$ cat config.mk
export PLATFORM = sky130hd
export DESIGN_NAME = mealy_1101_flat
export DESIGN_NICKNAME = d
export VERILOG_FILES = /design/src/rtl/mealy_1101_if.sv /design/src/rtl/mealy_1101.sv /design/src/flat_wrapper.sv
export SDC_FILE = /design/constraint.sdc
export NUM_CORES = 1
export LEC_CHECK = 0
export ABC_AREA = 1
export BUFFER_PORTS_ARGS = -buffer_cell sky130_fd_sc_hd__buf_2
export CAP_MARGIN = 25
export CORE_AREA = 2 2 39 41
export CTS_BUF_LIST = sky130_fd_sc_hd__clkbuf_4 sky130_fd_sc_hd__clkbuf_8 sky130_fd_sc_hd__clkbuf_16
export CTS_CLUSTER_DIAMETER = 200
export DETAILED_ROUTE_END_ITERATION = 6
export DIE_AREA = 0 0 41 43
export PLACE_DENSITY = 0.33
export SLEW_MARGIN = 20
export SYNTH_ARGS = -nofsm -noshare
export SYNTH_HDL_FRONTEND = slang
export SYNTH_SLANG_ARGS = --single-unit
export TNS_END_PERCENT = 10
$ cat constraint.sdc
create_clock -name clk -period 1.9 [get_ports clk]
set_clock_uncertainty 0.05 [all_clocks]
set_input_delay 0 -clock clk [delete_from_list [all_inputs] [get_ports clk]]
set_output_delay 0 -clock clk [all_outputs]
set_load 0.03 [all_outputs]
$ cat src/rtl/mealy_1101_if.sv
// rtl/mealy_1101_if.sv - serial bit in / match flag out bundle for the sequence detector
interface mealy_1101_if;
    logic x;
    logic z;

    // Stream source drives bits and observes the match flag.
    modport master (output x, input z);

    // Detector consumes bits and produces the match flag.
    modport slave (input x, output z);
endinterface

$ cat src/rtl/mealy_1101.sv
// rtl/mealy_1101.sv - overlapping serial pattern detector, Mealy FSM with KMP next-state table
module mealy_1101 #(
    parameter int                 PAT_LEN = 4,
    parameter logic [PAT_LEN-1:0] PATTERN = 4'b1101
) (
    input  logic         clk,
    input  logic         rst,
    mealy_1101_if.slave  bus
);

    // State holds the length of the longest pattern prefix that ends the consumed stream.
    localparam int SW        = (PAT_LEN <= 2) ? 1 : $clog2(PAT_LEN);
    localparam int NUM_CODES = 2 ** SW;
    localparam int TBL_W     = 2 * NUM_CODES * SW;

    typedef logic [SW-1:0] state_t;

    localparam state_t LAST_STATE = state_t'(PAT_LEN - 1);
    localparam logic   LAST_BIT   = PATTERN[0];

    // Pattern bit i counted from the oldest bit (i = 0 is the MSB of PATTERN).
    function automatic logic pat_bit(input int i);
        logic [15:0] shifted;
        shifted = 16'(PATTERN) >> (PAT_LEN - 1 - i);
        return shifted[0];
    endfunction

    // Bit i of the candidate stream: matched prefix of length s followed by the new bit.
    function automatic logic seq_bit(input int s, input logic b, input int i);
        return (i < s) ? pat_bit(i) : b;
    endfunction

    // Next state for every (state, bit) pair: the longest proper prefix that is a suffix
    // of prefix(s) followed by b. A full match therefore lands on the longest border,
    // which gives overlap for free. Codes above PAT_LEN-1 keep a zero entry so an
    // illegal state falls back to state 0 on the next edge.
    function automatic logic [TBL_W-1:0] build_table();
        logic [TBL_W-1:0] tbl;
        logic             ok;
        int               best;
        tbl = '0;
        for (int s = 0; s < PAT_LEN; s++) begin
            for (int b = 0; b < 2; b++) begin
                best = 0;
                for (int k = 1; (k < PAT_LEN) && (k <= s + 1); k++) begin
                    ok = 1'b1;
                    for (int j = 0; j < k; j++) begin
                        if (seq_bit(s, b[0], s + 1 - k + j) != pat_bit(j)) begin
                            ok = 1'b0;
                        end
                    end
                    if (ok) begin
                        best = k;
                    end
                end
                tbl = tbl | (TBL_W'(best) << ((2 * s + b) * SW));
            end
        end
        return tbl;
    endfunction

    localparam logic [TBL_W-1:0] NEXT_TBL = build_table();

    state_t state_q;
    state_t state_d;

    // Look up the next state for the current state and input bit.
    always_comb begin
        state_d = '0;
        state_d = state_t'(NEXT_TBL >> (int'({state_q, bus.x}) * SW));
    end

    // State register; reset clears all match history at once.
    always_ff @(posedge clk or posedge rst) begin
        if (rst) begin
            state_q <= '0;
        end else begin
            state_q <= state_d;
        end
    end

    // Match flag follows x combinationally while the last prefix state is held.
    assign bus.z = ~rst & (state_q == LAST_STATE) & (bus.x == LAST_BIT);

endmodule

$ cat src/flat_wrapper.sv
// flat-port wrapper written by rule: the top's interface ports become plain ports
module mealy_1101_flat 
#(
    parameter int                 PAT_LEN = 4,
    parameter logic [PAT_LEN-1:0] PATTERN = 4'b1101
)
  (clk, rst, bus_x, bus_z);
  mealy_1101_if bus_i ();
  input  logic clk;
  input  logic rst;
  input wire logic [$bits(bus_i.x)-1:0] bus_x;
  output wire logic [$bits(bus_i.z)-1:0] bus_z;
  assign bus_i.x = bus_x;
  assign bus_z = bus_i.z;
  mealy_1101 #(.PAT_LEN(PAT_LEN), .PATTERN(PATTERN)) u_core (.clk(clk), .rst(rst), .bus(bus_i));
endmodule
==> results of run 1 <==
==> through the flow <==
| step | utilization, % | area [um2] | power (W) |
|---|---|---|---|
| global route | 13.6 | 188 | 0.000264 |
| detailed placement | 11.2 | 155 | 0.000138 |
| CTS | 13.6 | 188 | 0.000241 |
| global placement | 11.2 | 155 | 0.000134 |
| finish | 13.6 | 188 | 0.000234 |
| floorplan | - | 120 | 0.000122 |
==> power groups by stage <==
stage,combinational [W],sequential [W],clock [W]
after floorplan,0.0000463,0.0000756,0
after global placement,0.0000563,0.0000776,0
after detailed placement,0.0000598,0.0000786,0
after CTS,0.0000622,0.0000781,0.000101
after global routing,0.0000761,0.0000827,0.000106
final,0.0000602,0.0000799,0.0000937
==> cell families after synthesis <==
group,Yosys count
DFF,2
adders and majority gates,2
and+or+nand+nor,9
buffers and inverters,3
==> area by class of cell <==
class | instances | area, um2
fill | 159 | 1200
multi-input combinational | 11 | 58.8
sequential | 2 | 50.0
timing repair buffer | 4 | 25.0
clock buffer | 3 | 22.5
tap | 16 | 20.0
inverter | 3 | 11.3
==> path summary, 6_finish.rpt <==
check,start,end,slack [ns],cells after the start
setup / recovery,rst,bus_z,0.76,6
hold / removal,bus_x,u_core.state_q[0]$_DFF_PP0_,0.1,4
setup reg to reg,u_core.state_q[0]$_DFF_PP0_,u_core.state_q[0]$_DFF_PP0_,0.95,4
hold reg to reg,u_core.state_q[1]$_DFF_PP0_,u_core.state_q[0]$_DFF_PP0_,0.49,2
max in group asynchronous,rst,u_core.state_q[1]$_DFF_PP0_,1.53,3
min in group asynchronous,rst,u_core.state_q[0]$_DFF_PP0_,0.14,3
==> cells in the mapped netlist, drive strengths merged <==
cell / count / area, um2
nor2: 1 / 3.75
inv: 3 / 11.3
dfrtp: 2 / 50.1
nand2: 8 / 30.0
ha: 2 / 25.0
==> critical path, delay by kind of cell <==
family,cells,cell delay (ns)
simple gates,2,0.14
buf+inv,4,0.95
==> routing by layer <==
layer / global-route usage (%) / part of all wire (%) / vias to the layer above
li1: - / - / 60
met3: 3.14 / 10 / 0
met2: 4.69 / 41 / 4
met5: 0 / 0 / -
met4: 8.00 / 0 / 0
met1: 3.86 / 48 / 49
==> results.sh, run 1 <==
export IMPL_start_kind="input port"
export IMPL_gp_congestion=0.524
export IMPL_place_inst=35
export IMPL_switching_share_pct=32.9
export IMPL_synth_distinct_cells=5
export IMPL_final_cells=39
export IMPL_first_iter_violations=4
export IMPL_period_minus_slack_ns=1.14
export IMPL_drive_above_1_share_pct=26.1
export IMPL_status="finished, final reports clean"
export IMPL_layout_commonest_cell="nand2_1"
export IMPL_fmax_mhz=879
export IMPL_synth_top_family_by_area="simple AND/OR/NAND/NOR gates"
export IMPL_final_cell_mix="nand2_1, inv_1, clkbuf_4, buf_2"
export IMPL_tns_ns=0
export IMPL_combPwrFrac_pct=25.7
export IMPL_timing_final_ws_setup_ns=0.763
export IMPL_firstDrtPassIters=4
export IMPL_cts_tree="built"
export IMPL_final_max_slew_viol_count=0
export IMPL_largest_reg_flops=2
export IMPL_rsz0062_at_grt="false"
export IMPL_port_buffers=3
export IMPL_switching_power_w=0.0000769
export IMPL_io_pin_count=4
export IMPL_wire_per_inst_um=6.67
export IMPL_crit_fanout=3
export IMPL_nets=30
export IMPL_intPower_w=0.000157
export IMPL_cpMostUsedCell="buf_2"
export IMPL_critPathSlowestCell="dlygate4sd3_1"
export IMPL_clock_root_buffer="clkbuf_4"
export IMPL_critPathRequiredTime_ns=1.85
export IMPL_synth_xor_area_share_pct=0
export IMPL_synth_nets=21
export IMPL_synthAdderAreaFrac_pct=20.8
export IMPL_antenna_found_initial=0
export IMPL_syn_to_final_growth_pct=56.3
export IMPL_hold_viol=0
export IMPL_synthesis_area_um2=120
export IMPL_track_usage_pct=4.52
export IMPL_critPathKind="input port to output pin"
export IMPL_period_share_pct=59.8
export IMPL_grt_max_degree=5
export IMPL_muxShareOfSynthArea_pct=0
export IMPL_grt_pass1_vias=120
export IMPL_postSynthCellCount=16
export IMPL_worstMarginPinSlew_ns=0.153
export IMPL_whs_ns=0.0957
export IMPL_rows=14
export IMPL_syn_area_per_cell_um2=7.51
export IMPL_clk_insertion_delay_late_ns=0.22
export IMPL_cts_max_level=1
export IMPL_min_path_type="input port to flip-flop"
export IMPL_pwr_share_seq_pct=34.2
export IMPL_clkPwrFrac_pct=40.1
export IMPL_critical_path_max_stage_delay_ns=0.53
export IMPL_powerDensity_mw_per_mm2=1250
export IMPL_synth_compound_area_share_pct=0
export IMPL_dp_worst_setup_slack_ns=0.945
export IMPL_worstPathArrival_ns=1.09
export IMPL_cap_viol_max_count=0
export IMPL_antenna_cells=0
export IMPL_die_h_um=43
export IMPL_end_kind="output pin"
export IMPL_yosysWarnings=0
export IMPL_via_count=113
export IMPL_gr_total_overflow=0
export IMPL_ys_seq_elements=2
export IMPL_crit_chain="dlygate4sd3_1, buf_2, inv_1, nand2_1, nor2_1, buf_2"
export IMPL_finalSetupViolCount=0
export IMPL_die_area_mm2=0.00176
export IMPL_cts_sinks=2
export IMPL_grt_first_pass_wirelength_um=434
export IMPL_cts_buffer_depth=2
export IMPL_cts_made_buffers=3
export IMPL_routed_wl_um=260
export IMPL_reg_top3="u_core.state_q: 2 flops"
export IMPL_cts_hold_buf=1
export IMPL_core_mm2=0.00138
export IMPL_post_route_drc_count=0
export IMPL_via_per_inst=2.90
export IMPL_cts_setup_buffers=0
export IMPL_post_cts_resized=0
export IMPL_initial_core_util_pct=8.68
export IMPL_max_slew_margin_rel_pct=89.9
export IMPL_dpl_hpwl_um=174
export IMPL_synth_seq_area_share_pct=41.7
export IMPL_irDropWorstVdd_mv=0.196
export IMPL_path_clk_slew_ns=0.03
export IMPL_top_register="u_core.state_q"
export IMPL_p_leak_nw=0.106
export IMPL_die_w_um=41
export IMPL_yosys_area_share_simple_pct=28.1
export IMPL_route_antenna_remaining_nets=0
Note: power is estimated with default switching activity, not from simulation.
==> run 2, diff against run 1 <==
==> constraint.sdc (replaced) <==
create_clock -name clk -period 1.12 [get_ports clk]
set_clock_uncertainty 0.05 [all_clocks]
set_input_delay 0 -clock clk [delete_from_list [all_inputs] [get_ports clk]]
set_output_delay 0 -clock clk [all_outputs]
set_load 0.03 [all_outputs]
==> results.sh, run 2 (same netlist as run 1, synthesis figures left out) <==
export IMPL_clock_root_buffer="clkbuf_4"
export IMPL_top_register="u_core.state_q"
export IMPL_irDropWorstVdd_mv=0.307
export IMPL_cp_depth=3
export IMPL_worstMarginPinSlew_ns=0.153
export IMPL_drive_above_1_share_pct=26.1
export IMPL_track_usage_pct=4.52
export IMPL_cap_viol_max_count=0
export IMPL_critPathRequiredTime_ns=1.07
export IMPL_timing_final_ws_setup_ns=0.128
export IMPL_route_antenna_remaining_nets=0
export IMPL_dpl_hpwl_um=172
export IMPL_via_per_inst=2.77
export IMPL_crit_fanout=4
export IMPL_cts_setup_buffers=0
export IMPL_p_leak_nw=0.106
export IMPL_rsz0062_at_grt="false"
export IMPL_power_w=0.000394
export IMPL_via_count=108
export IMPL_reg2reg_depth=4
export IMPL_crit_chain="nand2_1, nor2_1, buf_2"
export IMPL_whs_ns=0.0910
export IMPL_dp_worst_setup_slack_ns=0.172
export IMPL_worstPathArrival_ns=0.94
export IMPL_critPathCapture="bus_z"
export IMPL_cp_num_buf_inv=1
export IMPL_reg_top3="u_core.state_q: 2 flops"
export IMPL_gp_congestion=0.533
export IMPL_path_delay_family="flip-flops"
export IMPL_final_cell_mix="nand2_1, inv_1, clkbuf_4, buf_2"
export IMPL_grt_first_pass_wirelength_um=434
export IMPL_final_util_pct=13.6
export IMPL_fmax_mhz=1010
export IMPL_powerDensity_mw_per_mm2=2100
export IMPL_nets=30
export IMPL_antenna_found_initial=0
export IMPL_layout_commonest_cell="nand2_1"
export IMPL_tns_ns=0
export IMPL_io_pin_count=4
export IMPL_hold_viol=0
export IMPL_max_slew_margin_rel_pct=89.9
export IMPL_routed_wl_um=246
export IMPL_min_path_type="input port to flip-flop"
export IMPL_fillers=157
export IMPL_period_share_pct=88.6
export IMPL_critPathKind="flip-flop to output pin"
export IMPL_first_iter_violations=0
export IMPL_initial_core_util_pct=8.68
export IMPL_cts_buffer_depth=2
export IMPL_rows=14
export IMPL_die_h_um=43
export IMPL_largest_reg_flops=2
export IMPL_grt_pass1_vias=122
export IMPL_cts_max_level=1
export IMPL_rr_startpoint="u_core.state_q[0]$_DFF_PP0_"
export IMPL_cts_sinks=2
export IMPL_die_w_um=41
export IMPL_crit_start="u_core.state_q[1]$_DFF_PP0_"
export IMPL_critPathSlowestCell="dfrtp_1"
export IMPL_period_minus_slack_ns=0.992
export IMPL_cts_tree="built"
export IMPL_start_kind="flip-flop"
export IMPL_grt_max_degree=5
export IMPL_final_max_slew_viol_count=0
export IMPL_post_route_drc_count=0
export IMPL_worst_r2r_setup_slack_ns=0.17
export IMPL_path_clk_slew_ns=0.03
export IMPL_cts_made_buffers=3
export IMPL_antenna_cells=0
export IMPL_firstDrtPassIters=1
export IMPL_end_kind="output pin"
export IMPL_status="finished, final reports clean"
export IMPL_core_mm2=0.00138
export IMPL_critical_path_max_stage_delay_ns=0.37
export IMPL_syn_to_final_growth_pct=56.3
export IMPL_die_area_mm2=0.00176
export IMPL_port_buffers=3
export IMPL_r2r_end="u_core.state_q[0]$_DFF_PP0_"
export IMPL_clk_insertion_delay_late_ns=0.22
export IMPL_wire_per_inst_um=6.31
export IMPL_gr_total_overflow=0
export IMPL_finalSetupViolCount=0
-- run 2: cell counts in the layout (fill, tap and decap cells not counted) --
Identical to the previous run, type by type.
-- run 2: per-stage QoR --
stage	cell area [um2]	instances
2_1_floorplan	120	16
3_3_place_gp	155	35
3_5_place_dp	155	35
4_1_cts	188	39
5_1_grt	188	39
6_report	188	39
-- run 2: timing repair --
item / CTS / global route
gates resized for setup: 0 / 0
hold buffers: 1 / 0
hold endpoints to repair: 2 / 0
endpoints found under the setup margin: 0 / 0
-- run 2: where the power goes --
| group | internal (W) | leakage, nW | switching, W |
|---|---|---|---|
| Combinational | 0.0000412 | 0.0666 | 0.0000601 |
| Clock | 0.000118 | 0.0138 | 0.0000411 |
| Sequential | 0.000106 | 0.0251 | 0.0000274 |
-- run 2: per-layer routing --
layer	routed length (um)	GRT usage, %	vias up
met5	0	0	-
met2	101	4.38	4
met4	0	8.00	0
met1	115	4.18	43
li1	-	-	61
met3	30	3.14	0
-- run 2: area by class of cell --
type                            count  area [um2]  area share, %
Sequential cell                     2        50.0           26.7
Multi-Input combinational cell     11        58.8           31.3
Timing Repair Buffer                4        25.0           13.3
Clock buffer                        3        22.5           12.0
Tap cell                           16        20.0           10.7
Inverter                            3        11.3           6.00
-- run 2: tightest hold or removal path, stage by stage --
cell	delay (ns)
buf_2	0.11
ha_1	0.13
nand2_1	0.04
nand2_1	0.05
-- run 2: worst min-delay path by stage --
stage | start | slack, ns | endpoint | depth (start not counted)
final | bus_x | 0.09 | u_core.state_q[0]$_DFF_PP0_ | 4
after global placement | rst | -0.19 | u_core.state_q[0]$_DFF_PP0_ | 2
after global routing | bus_x | 0.13 | u_core.state_q[0]$_DFF_PP0_ | 4
after CTS | bus_x | 0.08 | u_core.state_q[0]$_DFF_PP0_ | 4
after floorplan | rst | -0.30 | u_core.state_q[0]$_DFF_PP0_ | 1
after detailed placement | rst | -0.18 | u_core.state_q[1]$_DFF_PP0_ | 2
